`config.mk`:
```
export PLATFORM = sky130hd
export DESIGN_NAME = calc_vector_driver
export DESIGN_NICKNAME = d
export VERILOG_FILES = /design/src/rtl/calc_vector_driver.sv
export SDC_FILE = /design/constraint.sdc
export NUM_CORES = 1
export LEC_CHECK = 0
export CAP_MARGIN = 20
export CORE_MARGIN = 2
export CORE_UTILIZATION = 54
export CTS_CLUSTER_DIAMETER = 80
export DETAILED_ROUTE_END_ITERATION = 7
export PLACE_DENSITY_LB_ADDON = 0.05
export SLEW_MARGIN = 10
export SYNTH_ARGS = -nofsm -noshare
export SYNTH_HDL_FRONTEND = slang
export SYNTH_SLANG_ARGS = --single-unit
```
`constraint.sdc`:
```
create_clock -name clk -period 3.9 [get_ports clk]
set_clock_uncertainty 0.15 [all_clocks]
set_input_delay 1.17 -clock clk [delete_from_list [all_inputs] [get_ports clk]]
set_output_delay 1.17 -clock clk [all_outputs]
set_load 0.01 [all_outputs]
```
`src/rtl/calc_vector_driver.sv`:
```
// Self-test initiator for the calculator's go/done interface.
// Sweeps all 256 {in1, in2, op} vectors and checks each result against a golden model.
module calc_vector_driver #(
    parameter int TIMEOUT      = 32,
    parameter bit STOP_ON_FAIL = 1'b1
) (
    input  logic       clk,
    input  logic       rst,
    input  logic       start,
    output logic       go,
    output logic [1:0] op,
    output logic [2:0] in1,
    output logic [2:0] in2,
    input  logic       done,
    input  logic [2:0] out,
    output logic       busy,
    output logic       test_done,
    output logic       pass,
    output logic       timeout,
    output logic [8:0] err_count,
    output logic [7:0] fail_idx,
    output logic [2:0] fail_got
);

    localparam int CNT_W = (TIMEOUT > 1) ? $clog2(TIMEOUT + 1) : 1;
    localparam logic [CNT_W-1:0] WAIT_LAST = CNT_W'(TIMEOUT - 1);

    typedef enum logic [2:0] {
        S_IDLE,
        S_ISSUE,
        S_WAIT,
        S_RELEASE,
        S_FINISH
    } state_t;

    state_t           state_q, state_d;
    logic [7:0]       idx_q, idx_d;
    logic [CNT_W-1:0] wcnt_q, wcnt_d;
    logic             go_q, go_d;
    logic             busy_q, busy_d;
    logic             test_done_q, test_done_d;
    logic             pass_q, pass_d;
    logic             timeout_q, timeout_d;
    logic [8:0]       err_count_q, err_count_d;
    logic [7:0]       fail_idx_q, fail_idx_d;
    logic [2:0]       fail_got_q, fail_got_d;

    // Expected result for a vector index, all in 3-bit modular arithmetic.
    function automatic logic [2:0] golden(input logic [7:0] i);
        logic [2:0] a;
        logic [2:0] b;
        a = i[7:5];
        b = i[4:2];
        unique case (i[1:0])
            2'd3:    golden = a + b;
            2'd2:    golden = a - b;
            2'd1:    golden = a & b;
            default: golden = a ^ b;
        endcase
    endfunction

    always_comb begin
        state_d     = state_q;
        idx_d       = idx_q;
        wcnt_d      = wcnt_q;
        timeout_d   = timeout_q;
        err_count_d = err_count_q;
        fail_idx_d  = fail_idx_q;
        fail_got_d  = fail_got_q;

        unique case (state_q)
            S_IDLE, S_FINISH: begin
                if (start) begin
                    err_count_d = '0;
                    timeout_d   = 1'b0;
                    fail_idx_d  = '0;
                    fail_got_d  = '0;
                    idx_d       = '0;
                    state_d     = S_ISSUE;
                end
            end
            S_ISSUE: begin
                wcnt_d  = '0;
                state_d = S_WAIT;
            end
            S_WAIT: begin
                if (done) begin
                    wcnt_d  = '0;
                    state_d = S_RELEASE;
                    if (out != golden(idx_q)) begin
                        if (err_count_q != 9'd256) err_count_d = err_count_q + 9'd1;
                        if (err_count_q == 9'd0) begin
                            fail_idx_d = idx_q;
                            fail_got_d = out;
                        end
                    end
                end else if (wcnt_q == WAIT_LAST) begin
                    timeout_d = 1'b1;
                    state_d   = S_FINISH;
                end else begin
                    wcnt_d = wcnt_q + 1'b1;
                end
            end
            S_RELEASE: begin
                if (!done) begin
                    if ((STOP_ON_FAIL && err_count_q != 9'd0) || idx_q == 8'd255) begin
                        state_d = S_FINISH;
                    end else begin
                        idx_d   = idx_q + 8'd1;
                        state_d = S_ISSUE;
                    end
                end else if (wcnt_q == WAIT_LAST) begin
                    timeout_d = 1'b1;
                    state_d   = S_FINISH;
                end else begin
                    wcnt_d = wcnt_q + 1'b1;
                end
            end
            default: state_d = S_IDLE;
        endcase

        // Outputs are decoded from the next state so they register in step with it.
        go_d        = (state_d == S_ISSUE) || (state_d == S_WAIT);
        busy_d      = go_d || (state_d == S_RELEASE);
        test_done_d = (state_d == S_FINISH);
        pass_d      = (state_d == S_FINISH) && (err_count_d == 9'd0) && !timeout_d;
    end

    always_ff @(posedge clk) begin
        if (rst) begin
            state_q     <= S_IDLE;
            idx_q       <= '0;
            wcnt_q      <= '0;
            go_q        <= 1'b0;
            busy_q      <= 1'b0;
            test_done_q <= 1'b0;
            pass_q      <= 1'b0;
            timeout_q   <= 1'b0;
            err_count_q <= '0;
            fail_idx_q  <= '0;
            fail_got_q  <= '0;
        end else begin
            state_q     <= state_d;
            idx_q       <= idx_d;
            wcnt_q      <= wcnt_d;
            go_q        <= go_d;
            busy_q      <= busy_d;
            test_done_q <= test_done_d;
            pass_q      <= pass_d;
            timeout_q   <= timeout_d;
            err_count_q <= err_count_d;
            fail_idx_q  <= fail_idx_d;
            fail_got_q  <= fail_got_d;
        end
    end

    assign go        = go_q;
    assign busy      = busy_q;
    assign test_done = test_done_q;
    assign pass      = pass_q;
    assign timeout   = timeout_q;
    assign err_count = err_count_q;
    assign fail_idx  = fail_idx_q;
    assign fail_got  = fail_got_q;
    assign in1       = idx_q[7:5];
    assign in2       = idx_q[4:2];
    assign op        = idx_q[1:0];

endmodule

```
Word-level counts from Yosys, hierarchy flattened
Cells that the tools add are included.
{"block": "word_totals", "ff_bits": 42, "input_bits": 7, "out_inout_bits": 33, "word_cells": 93}
{"block": "classes", "add_sub_neg": 5, "n_eq_ne": 22, "n_mux": 36, "n_bitwise": 2, "n_reduce_logical": 17}
{"cell": "$mux 8", "count": 6}
{"cell": "$mux 9", "count": 4}
{"cell": "$mux 3", "count": 11}
{"cell": "$pmux 8 s2", "count": 2}
{"cell": "$logic_not 9->1", "count": 2}
{"cell": "$mux 6", "count": 3}
{"cell": "$pmux 6 s3", "count": 1}
{"cell": "$pmux 9 s2", "count": 1}
{"cell": "$ne 2x2->1 const B", "count": 7}
{"cell": "$eq 3x2->1 const B", "count": 4}
{"cell": "$pmux 3 s4", "count": 1}
{"cell": "$add 9x1->9 const B", "count": 1}
{"cell": "$ne 9x9->1 const B", "count": 1}
{"cell": "$pmux 3 s3", "count": 1}
{"cell": "$reduce_bool 9->1", "count": 1}
{"cell": "$add 8x1->8 const B", "count": 1}
{"cell": "$eq 8x8->1 const B", "count": 1}
{"cell": "$add 6x1->6 const B", "count": 1}
{"cell": "$eq 3x1->1 const B", "count": 2}
{"cell": "$eq 3x3->1 const B", "count": 2}
{"cell": "$eq 6x5->1 const B", "count": 1}
{"cell": "$pmux 3 s2", "count": 1}
{"cell": "$reduce_and 5->1", "count": 1}
{"cell": "$eq 2x2->1 const B", "count": 2}
{"cell": "other kinds (17)", "count": 24}

Longest topological paths before layout
Gate-level depths: netlist (run 1).
{"block": "logic_depth", "ltp_word": 11, "mapped_depth": 13}

Least setup slack after synthesis (run 1)
No wires, ideal clock.
{"block": "synth_path", "path_type": "flip-flop to flip-flop", "start": "register idx_q[0]", "end": "register pass_q, in the netlist pass", "setup_time_ns": 0.088, "arrival_time_ns": 3.173, "slack_ns": 0.489, "stages_incl_launch_ff": 13, "n_path_buf": 0, "synth_period_minus_slack_ns": 3.411, "path_cell_list": "dfxtp_1 inv_1 ha_1 mux2i_1 fa_1 xor3_1 and4_4 a311oi_4 and2_4 a221oi_2 a211o_1 a311o_1 nor4_2"}
{"block": "synth_between", "elab_chain_len": 11}
{"item": "start: declaration", "line": "37", "source": "logic [7:0] idx_q, idx_d;"}
{"item": "start signal: assignment", "line": "144", "source": "idx_q <= idx_d;"}
{"item": "$eq 2x1->1 or $eq 2x2->1 (tied branches)", "line": "54", "source": "unique case (i[1:0])"}
{"item": "$pmux 3 s3", "line": "54"}
{"item": "$mux 3", "line": "87", "source": "if (done) begin"}
{"item": "$mux 3", "line": "71", "source": "unique case (state_q)"}
{"item": "$ne 3x3->1", "line": "90", "source": "if (out != golden(idx_q)) begin"}
{"item": "$mux 9", "line": "90"}
{"item": "$mux 9", "line": "87"}
{"item": "$pmux 9 s2", "line": "71"}
{"item": "$logic_not 9->1", "line": "126", "source": "pass_d = (state_d == S_FINISH) && (err_count_d == 9'd0) && !timeout_d;"}
{"item": "$logic_and 1x1->1 * (2 in series)", "line": "126"}
{"item": "end signal: assignment", "line": "149", "source": "pass_q <= pass_d;"}
{"item": "end: declaration", "line": "42", "source": "logic pass_q, pass_d;"}
Mark *: on every way between the ends. The rest lies on a longest branch, timed or not. The select of a mux whose other input is x is not followed.
A chain may end at the register's enable or synchronous reset.

Worst setup path in the final report (run 1)
Ends and elaborated chain as after synthesis.

==> results of run 1 <==
-- power by group through the flow --
stage,Sequential (W),Clock (W),Combinational (W)
6_report,0.000455,0.000297,0.000173
5_1_grt,0.000458,0.000326,0.000191
4_1_cts,0.000455,0.000305,0.000171
3_5_place_dp,0.000465,0,0.000170
3_3_place_gp,0.000465,0,0.000167
2_1_floorplan,0.000463,0,0.000114
-- critical path, delay by kind of cell (launching register included) --
family / cells / cell delay (ps)
xor gates and xnor gates: 1 / 230
and+or+nand+nor: 3 / 630
muxes: 1 / 170
AOI/OAI and AO/OA: 4 / 1070
adders and majority gates: 2 / 690
buffers and inverters: 1 / 140
DFF: 1 / 490
-- area by class of cell --
| cell class | instances | area share (%) |
|---|---|---|
| Clock inverter | 3 | 0.811 |
| Inverter | 12 | 1.46 |
| Tap cell | 52 | 2.11 |
| Clock buffer | 5 | 2.23 |
| Sequential cell | 42 | 27.3 |
| Timing Repair Buffer | 46 | 14.4 |
| Multi-Input combinational cell | 243 | 51.8 |
-- how the worst max path moves through the flow --
stage                        start    to  slack, ps  depth (start not counted)
after floorplan           idx_q[0]  pass        490                         12
after global placement      out[2]  pass        210                          9
after detailed placement    out[2]  pass        120                          9
after CTS                 idx_q[0]  pass        230                         12
after global routing      idx_q[0]  pass         70                         12
final                     idx_q[0]  pass        240                         12
-- registers in the layout (all words and copies together), names as in the netlist --
name / count
busy: 1
err_count: 9
fail_got: 3
fail_idx: 8
go: 1
idx_q: 8
pass: 1
state_q: 3
test_done: 1
timeout: 1
wcnt_q: 6
-- repair_timing --
item | CTS | global route
hold buffers | 0 | 0
hold endpoints to repair | 0 | 0
endpoints found under the setup margin | 0 | 1
gates resized for setup | 0 | 1
-- per-stage QoR --
stage / utilization, % / setup WS [ps] / instance area, sq um / total power [W] / std cells
3_3_place_gp: 67.5 / 213 / 2980 / 0.000632 / 395
2_1_floorplan: - / 489 / 2520 / 0.000577 / 310
3_5_place_dp: 67.5 / 119 / 2980 / 0.000635 / 395
6_report: 69.9 / 243 / 3080 / 0.000925 / 403
5_1_grt: 69.9 / 69.0 / 3080 / 0.000975 / 403
4_1_cts: 69.6 / 228 / 3070 / 0.000931 / 403
-- cell usage in the layout, fill, tap and decap left out, types with 5 or more instances in the layout --
master and n:
a211oi_1 5, a21oi_1 28, buf_4 7, clkbuf_8 5, clkdlybuf4s50_1 39, dfxtp_1 42
ha_1 13, inv_1 12, nand2_1 17, nand2b_1 16, nand3_1 18, nor2_1 34
nor2b_1 9, nor3_1 15, o21ai_0 14, xor2_1 7
-- metal layers --
metal / vias to the layer above / part of all wire (%)
met1: 1083 / 46
met3: 12 / 4.5
met4: 0 / 2.0
met5: - / 0
li1: 1189 / -
met2: 66 / 48
-- logic make-up after synthesis --
| family | Yosys count | synth area share, % |
|---|---|---|
| AOI/OAI and AO/OA | 78 | 21.4 |
| muxes | 4 | 1.59 |
| DFF | 42 | 33.4 |
| xor gates and xnor gates | 11 | 4.42 |
| buffers and inverters | 25 | 3.77 |
| adders and majority gates | 14 | 7.25 |
| and+or+nand+nor | 136 | 28.2 |
==> results.py, run 1 <==
metrics = {
    "pwr": {
        "internal_power_w": 0.000643,
        "swShare_pct": 30.5,
        "powerDensity_mw_per_mm2": 300,
        "power_switching_w": 0.000282,
        "clkPwrFrac_pct": 32.1,
        "peakVddDrop_v": 0.000186,
        "comb_power_share_pct": 18.7,
        "seqPwrFrac_pct": 49.2,
        "cellLeakagePower_nw": 1.11,
    },
    "final_layout": {
        "antenna-diode-count": 0,
        "drive_gt1_share_pct": 8.83,
        "nFillCells": 388,
        "multiInputGateArea_sq_mm": 0.00160,
        "areaGrowthSynthToFinish_pct": 22.3,
        "seq_area_sq_um": 841,
        "nets": 371,
    },
    "global_routing": {
        "grt_pass1_wl_mm": 10.1,
        "grt_overflow": 0,
        "grt_use_met1_pct": 31.6,
        "grt_use_met3_pct": 4.31,
        "use_met2_pct": 40.9,
        "grt_max_degree": 27,
        "globalRouteTotalUtil_pct": 24.6,
        "grt_pass1_vias": 2163,
        "antenna_found_initial": 0,
        "top_usage_layer": "met2",
    },
    "setup_path": {
        "critPathRequiredTime_ps": 3960,
        "path_cells": "inv_1 -> ha_1 -> mux2i_1 -> fa_1 -> xor3_1 -> and4_4 -> a311oi_4 -> and2_4 -> a221oi_4 -> a211o_1 -> a311o_1 -> nor4_2",
        "critPathMaxStageDelay_ps": 490,
        "worst_r2r_path_depth": 12,
        "regToRegEndpoint": "pass",
        "criticalPathCategory": "flip-flop to flip-flop",
        "crit_arrival_ps": 3720,
        "worstSetupEndpointType": "flip-flop",
        "worstSetupStartpointType": "flip-flop",
        "cpMaxStageDelayCell": "dfxtp_1",
        "r2r-start": "idx_q[0]",
        "rrSetupSlack_ps": 240,
        "worstPathMaxFanout": 8,
    },
    "sta": {
        "max_slew_margin_pct": 32.3,
        "fin_setup_tns_ps": 0,
        "finalMaxSlewViolations": 0,
        "finalCritPeriodShare_pct": 93.8,
        "clock.fmax_mhz": 273,
        "hold_ws_ps": 319,
        "setup_viol": 0,
        "rsz0062_at_grt": "false",
        "timing_hold_violations_final": 0,
        "fin_crit_ps": 3660,
        "worstMarginPinSlew_ps": 1010,
    },
    "route": {
        "drt_wl_total_mm": 6.01,
        "drt_iter0_drc": 87,
        "dr.pass1.iters": 4,
        "final_antenna_net_count": 0,
        "vias_per_cell": 5.83,
        "dr_total_vias": 2350,
        "drc": 0,
        "wl_per_cell_um": 14.9,
    },
    "cts": {
        "cts_sinks": 42,
        "cts_tree": "done",
        "clk_latency_ps": 300,
        "ctsHtreeMaxLevel": 2,
        "clockBufferDepth": 2,
        "cts.clk_slew.worst_paths_ps": 100,
        "cts_inserted_buffers": 5,
        "post_cts_buffers": 0,
        "root_buffer": "clkbuf_8",
    },
    "synth": {
        "synth_seq_area_share_pct": 33.3,
        "syn_area_per_cell_sq_um": 8.13,
        "netlist_instances": 310,
        "synth.area.top_cells": "dfxtp_1 33%, ha_1 6.5%, a21oi_1 5.6%, nor2_1 5.1%, nand2b_1 4.0%",
        "yosysMostFrequentCell": "dfxtp_1",
        "ys_ff_latch": 42,
        "syn_nets": 331,
        "async_flop_share_pct": 0,
        "synth_top_area_share_pct": 33.3,
        "synth_edf_count": 0,
        "synth_cell_types": 56,
        "synth_common_cells": "42 x dfxtp_1, 34 x nor2_1, 28 x a21oi_1",
        "syn_area_sq_mm": 0.00252,
        "synthFlopType": "dfxtp_1",
        "yosysTopAreaCell": "dfxtp_1",
        "yosys_warnings": 0,
    },
    "status": {
        "run_status": "complete, no violations",
    },
    "floorplan": {
        "io_pins": 40,
        "die_h_um": 72.3,
        "core_sq_mm": 0.00441,
        "initial_utilization_pct": 57.1,
        "rows": 24,
        "dieArea_sq_mm": 0.00523,
        "die_x_um": 72.3,
    },
    "placement": {
        "dp_hpwl_mm": 4.40,
        "numPortBuffers": 39,
        "gp_congestion": 0.903,
    },
    "min_path": {
        "hp-start": "fail_idx[2]",
        "min_to": "fail_idx[2]",
        "hold_class": "flip-flop to flip-flop",
        "min_path_cells": 2,
    },
    "job": {
        "maxCapViolCount": 0,
    },
}
No activity file was read; power rests on OpenSTA's default activity.
==> run 2, diff against run 1 <==
- REMOVE_ABC_BUFFERS: not set -> 1
==> run 2 against run 1 <==
Net effect: clock power is 18% higher; sequential cell count stayed put; worst setup slack better by 1.9 ps; via count is 3.5% higher; first-iteration DRC count is 71% higher; largest cell class unchanged; largest power group unchanged.
==> results.py, run 2 (same netlist as run 1, synthesis figures left out) <==
metrics = {
    "status": {
        "run_status": "complete, no violations",
    },
    "route": {
        "dr.pass1.iters": 4,
        "drt_wl_total_mm": 6.05,
        "dr_total_vias": 2432,
        "vias_per_cell": 5.99,
        "wl_per_cell_um": 14.9,
        "drc": 0,
        "drt_iter0_drc": 149,
        "final_antenna_net_count": 0,
    },
    "setup_path": {
        "criticalPathCategory": "flip-flop to flip-flop",
        "worstSetupEndpointType": "flip-flop",
        "worst_r2r_path_depth": 12,
        "worstPathMaxFanout": 6,
        "critPathRequiredTime_ps": 3960,
        "crit_arrival_ps": 3720,
        "rrSetupSlack_ps": 250,
        "worstSetupStartpointType": "flip-flop",
        "r2r-start": "idx_q[2]",
        "regToRegEndpoint": "pass",
    },
    "cts": {
        "clockBufferDepth": 2,
        "ctsHtreeMaxLevel": 2,
        "root_buffer": "clkbuf_8",
        "cts.repair.resized": 0,
        "cts_sinks": 42,
        "cts_tree": "done",
        "cts_inserted_buffers": 5,
        "hold_buffers": 0,
        "cts.clk_slew.worst_paths_ps": 80,
        "post_cts_buffers": 0,
        "clk_latency_ps": 300,
    },
    "global_routing": {
        "grt_pass1_vias": 2308,
        "grt_pass1_wl_mm": 10.3,
        "grt_max_degree": 34,
        "grt_overflow": 0,
        "antenna_found_initial": 0,
        "globalRouteTotalUtil_pct": 24.6,
    },
    "final_layout": {
        "drive_gt1_share_pct": 9.32,
        "final_cell_mix": "42 x dfxtp_1, 39 x clkdlybuf4s50_1, 34 x nor2_1",
        "antenna-diode-count": 0,
        "largest_reg_flops": 9,
        "nets": 374,
        "fin_area_sq_mm": 0.00311,
        "final_common_cell": "dfxtp_1",
        "areaGrowthSynthToFinish_pct": 23.4,
        "final_cells": 406,
    },
    "pwr": {
        "comb_power_share_pct": 17.8,
        "power_switching_w": 0.000274,
        "p_total_w": 0.000980,
        "powerDensity_mw_per_mm2": 315,
        "clkPwrFrac_pct": 35.7,
        "internal_power_w": 0.000706,
        "cellLeakagePower_nw": 1.13,
        "seqPwrFrac_pct": 46.5,
        "peakVddDrop_v": 0.000274,
        "swShare_pct": 28.0,
    },
    "placement": {
        "dp_hpwl_mm": 4.28,
        "dp_cells": 398,
        "place_area_sq_mm": 0.00300,
        "gp_congestion": 0.906,
        "numPortBuffers": 39,
    },
    "job": {
        "maxCapViolCount": 0,
    },
    "floorplan": {
        "dieArea_sq_mm": 0.00523,
        "die_h_um": 72.3,
        "core_sq_mm": 0.00441,
        "rows": 24,
        "die_x_um": 72.3,
        "initial_utilization_pct": 57.1,
        "io_pins": 40,
    },
    "sta": {
        "timing_hold_violations_final": 0,
        "worstMarginPinSlew_ps": 433,
        "finalMaxSlewViolations": 0,
        "setup_viol": 0,
        "fin_crit_ps": 3650,
        "finalCritPeriodShare_pct": 93.7,
        "clock.fmax_mhz": 274,
        "max_slew_margin_pct": 71.1,
        "fin_setup_tns_ps": 0,
        "rsz0062_at_grt": "false",
    },
    "min_path": {
        "hold_class": "flip-flop to flip-flop",
        "min_path_cells": 2,
        "hp-start": "fail_idx[2]",
        "min_to": "fail_idx[2]",
    },
}
[run 2: area by class of cell]
class,count,area [sq um]
Sequential cell,42,841
Clock buffer,6,72.6
Tap cell,52,65.1
Clock inverter,2,37.5
Fill cell,383,1300
Timing Repair Buffer,49,465
Multi-Input combinational cell,243,1590
Inverter,12,45.0
[run 2: how the worst max path moves through the flow]
stage / end / slack (ps) / start
6_report: pass / 250 / idx_q[2]
2_1_floorplan: pass / 490 / idx_q[0]
3_5_place_dp: pass / 180 / out[2]
5_1_grt: pass / 40 / idx_q[1]
4_1_cts: pass / 280 / idx_q[2]
3_3_place_gp: pass / 240 / out[2]
[run 2: power groups by stage]
| stage | clock network (W) | logic [W] | registers [W] |
|---|---|---|---|
| after global routing | 0.000372 | 0.000193 | 0.000457 |
| after CTS | 0.000358 | 0.000174 | 0.000455 |
| after floorplan | 0 | 0.000101 | 0.000466 |
| after detailed placement | 0 | 0.000172 | 0.000465 |
| final | 0.000350 | 0.000174 | 0.000455 |
| after global placement | 0 | 0.000171 | 0.000464 |
[run 2: routing by layer]
layer  wire (um)  up-vias  GRT usage (%)  share of wire, %
li1            -     1194              -                 -
met1        2630     1144           30.7                43
met2        2960       84           42.6                49
met3         382       10           5.42               6.3
met4          75        0           7.13               1.2
met5           0        -              0                 0
[run 2: through the flow]
step           setup WS (ps)  hold slack (ps)  utilization [%]
2_1_floorplan            489              335                -
3_3_place_gp             235              305             68.0
3_5_place_dp             179              308             68.0
4_1_cts                  284              323             70.5
5_1_grt                 40.7              345             70.5
6_report                 245              321             70.5
[run 2: worst max-delay path, cell delays in order, from the launching register on]
cell,delay (ps)
dfxtp_1,460
inv_1,130
ha_1,290
mux2i_1,90
fa_1,420
xor3_1,250
a311oi_1,310
mux2i_1,160
and2_4,190
a221oi_2,430
nand4b_1,150
a311o_1,340
nor4_2,190
==> run 3, diff against run 2 <==
- ABC_AREA: not set -> 1
==> run 3 against run 2 <==
Net effect: routed wire length fell by 6.0%; sequential share of layout area rose by 0.81 points; synthesized cell count rose by 19%; combinational power rose by 14%; global-route usage fell by 1.9 points; design area fell by 2.9%; total power fell by 3.2%; sequential cell count did not move; clock power fell by 16%; register-to-register slack improved by 380 ps; largest cell class unchanged.
==> results.py, run 3 <==
metrics = {
    "status": {
        "run_status": "complete, no violations",
    },
    "synth": {
        "yosys_warnings": 0,
        "synthFlopType": "dfxtp_1",
        "synth_seq_area_share_pct": 33.7,
        "async_flop_share_pct": 0,
        "ys_ff_latch": 42,
        "synth_cell_types": 36,
        "synth_top_area_share_pct": 33.7,
        "yosysTopAreaCell": "dfxtp_1",
        "netlist_instances": 368,
        "yosysMostFrequentCell": "nand2_1",
        "syn_area_per_cell_sq_um": 6.78,
        "synth_edf_count": 0,
        "syn_area_sq_mm": 0.00249,
        "synth.area.top_cells": "dfxtp_1 34%, nand2_1 12%, inv_1 8.3%, ha_1 6.5%, nand3_1 5.6%",
        "synth_common_cells": "79 x nand2_1, 55 x inv_1, 42 x dfxtp_1",
    },
    "floorplan": {
        "die_x_um": 72.0,
        "rows": 24,
        "initial_utilization_pct": 56.5,
        "io_pins": 40,
        "dieArea_sq_mm": 0.00518,
        "core_sq_mm": 0.00441,
        "die_h_um": 72.0,
    },
    "sta": {
        "fin_crit_ps": 3280,
        "max_slew_margin_pct": 63.6,
        "setup_viol": 0,
        "worstMarginPinSlew_ps": 542,
        "timing_hold_violations_final": 0,
        "rsz0062_at_grt": "false",
        "finalMaxSlewViolations": 0,
        "clock.fmax_mhz": 305,
        "fin_setup_tns_ps": 0,
        "finalCritPeriodShare_pct": 84.0,
    },
    "setup_path": {
        "worstSetupStartpointType": "flip-flop",
        "rrSetupSlack_ps": 620,
        "worst_r2r_path_depth": 15,
        "crit_top_cell": "nand2_1",
        "worstSetupEndpointType": "flip-flop",
        "crit_arrival_ps": 3360,
        "regToRegEndpoint": "fail_got[1]",
        "r2r-start": "idx_q[0]",
        "cpMaxStageDelayCell": "dfxtp_1",
        "worstPathMaxFanout": 12,
        "cp_top_family": "simple AND/OR/NAND/NOR gates",
        "path_buf_inv": 1,
        "critPathMaxStageDelay_ps": 490,
        "criticalPathCategory": "flip-flop to flip-flop",
        "path_cells": "inv_1 -> ha_1 -> o21ai_0 -> fa_1 -> nand2_1 -> nand2_1 -> nand3b_1 -> nand2_1 -> a21oi_2 -> nand3_2 -> nand3_1 -> nand2_1 -> nand2_1 -> nand2_1 -> a21oi_1",
        "critPathRequiredTime_ps": 3990,
    },
    "route": {
        "vias_per_cell": 5.28,
        "drc": 0,
        "final_antenna_net_count": 0,
        "dr_total_vias": 2436,
        "dr.pass1.iters": 4,
        "wl_per_cell_um": 12.3,
        "drt_iter0_drc": 152,
        "drt_wl_total_mm": 5.68,
    },
    "min_path": {
        "min_to": "fail_idx[5]",
        "hp-start": "fail_idx[5]",
        "hold_class": "flip-flop to flip-flop",
        "min_path_cells": 2,
    },
    "final_layout": {
        "largest_reg_flops": 9,
        "nets": 429,
        "areaGrowthSynthToFinish_pct": 21.2,
        "antenna-diode-count": 0,
        "final_cell_mix": "79 x nand2_1, 55 x inv_1, 42 x dfxtp_1",
        "final_common_cell": "nand2_1",
        "drive_gt1_share_pct": 7.33,
        "final_cells": 461,
    },
    "cts": {
        "cts.clk_slew.worst_paths_ps": 90,
        "cts_sinks": 42,
        "clk_latency_ps": 300,
        "hold_buffers": 0,
        "ctsHtreeMaxLevel": 2,
        "cts_tree": "done",
        "post_cts_buffers": 0,
        "clockBufferDepth": 2,
        "cts.repair.resized": 0,
        "cts_inserted_buffers": 5,
        "root_buffer": "clkbuf_8",
    },
    "pwr": {
        "peakVddDrop_v": 0.000213,
        "cellLeakagePower_nw": 1.27,
        "powerDensity_mw_per_mm2": 314,
    },
    "placement": {
        "gp_congestion": 0.920,
        "dp_cells": 453,
        "dp_hpwl_mm": 4.26,
        "numPortBuffers": 39,
    },
    "job": {
        "maxCapViolCount": 0,
    },
    "global_routing": {
        "antenna_found_initial": 0,
        "globalRouteTotalUtil_pct": 22.7,
        "grt_pass1_wl_mm": 9.34,
        "grt_overflow": 0,
        "grt_max_degree": 31,
        "grt_pass1_vias": 2182,
    },
}
run 3: logic make-up (layout without fill, tap and decap cells):
family,after synthesis,count (layout),synth area share (%)
AO/OA/AOI/OAI,54,54,12.6
XOR/XNOR,3,3,1.05
multiplexers,1,1,0.401
buffers and inverters,67,108,10.5
AND/OR/NAND/NOR,187,187,34.4
adder cells (fa/ha/maj),14,14,7.33
flip-flops,42,42,33.7
run 3: final cells by class:
type / instances / area (sq um)
sequential: 42 / 841
clock inverter: 3 / 25.0
clock buffer: 5 / 68.8
multi-input combinational: 259 / 1390
tap: 52 / 65.1
fill: 405 / 1390
timing repair buffer: 42 / 413
inverter: 58 / 218
run 3: how the worst max path moves through the flow:
stage	start	end	slack, ps	cells past startpoint
after floorplan	idx_q[0]	fail_got[0]	790	15
after global placement	done	pass	650	11
after CTS	idx_q[0]	fail_got[1]	590	15
after global routing	idx_q[0]	fail_got[0]	260	15
final	idx_q[0]	fail_got[1]	620	15
after detailed placement	idx_q[0]	fail_got[1]	620	15
run 3: metrics by stage:
stage | util [%] | worst slack [ps] | instance area [sq um] | total power, W | hold WS [ps]
3_5_place_dp | 66.3 | 616 | 2930 | 0.000662 | 306
6_report | 68.5 | 623 | 3020 | 0.000948 | 316
2_1_floorplan | - | 791 | 2450 | 0.000594 | 302
5_1_grt | 68.5 | 264 | 3020 | 0.00100 | 328
3_3_place_gp | 66.3 | 653 | 2930 | 0.000659 | 305
4_1_cts | 68.5 | 593 | 3020 | 0.000955 | 320
run 3: tightest hold or removal path, delay by kind of cell, from the launching register on:
family             cells  cell delay, ps
DFF                    1             320
AOI/OAI and AO/OA      1              50
and+or+nand+nor        1              60
run 3: power breakdown:
| group | switching (W) | internal (W) |
|---|---|---|
| Combinational | 0.000132 | 0.0000653 |
| Clock | 0.000165 | 0.000129 |
| Sequential | 0.0000117 | 0.000445 |
run 3: routing by layer:
layer  track usage (%)  vias up  wire (um)
met5                 0        -          0
met4              8.60        0         80
met3              4.58        8        312
met2              39.8       66       2640
met1              27.4     1087       2650
li1                  -     1275          -
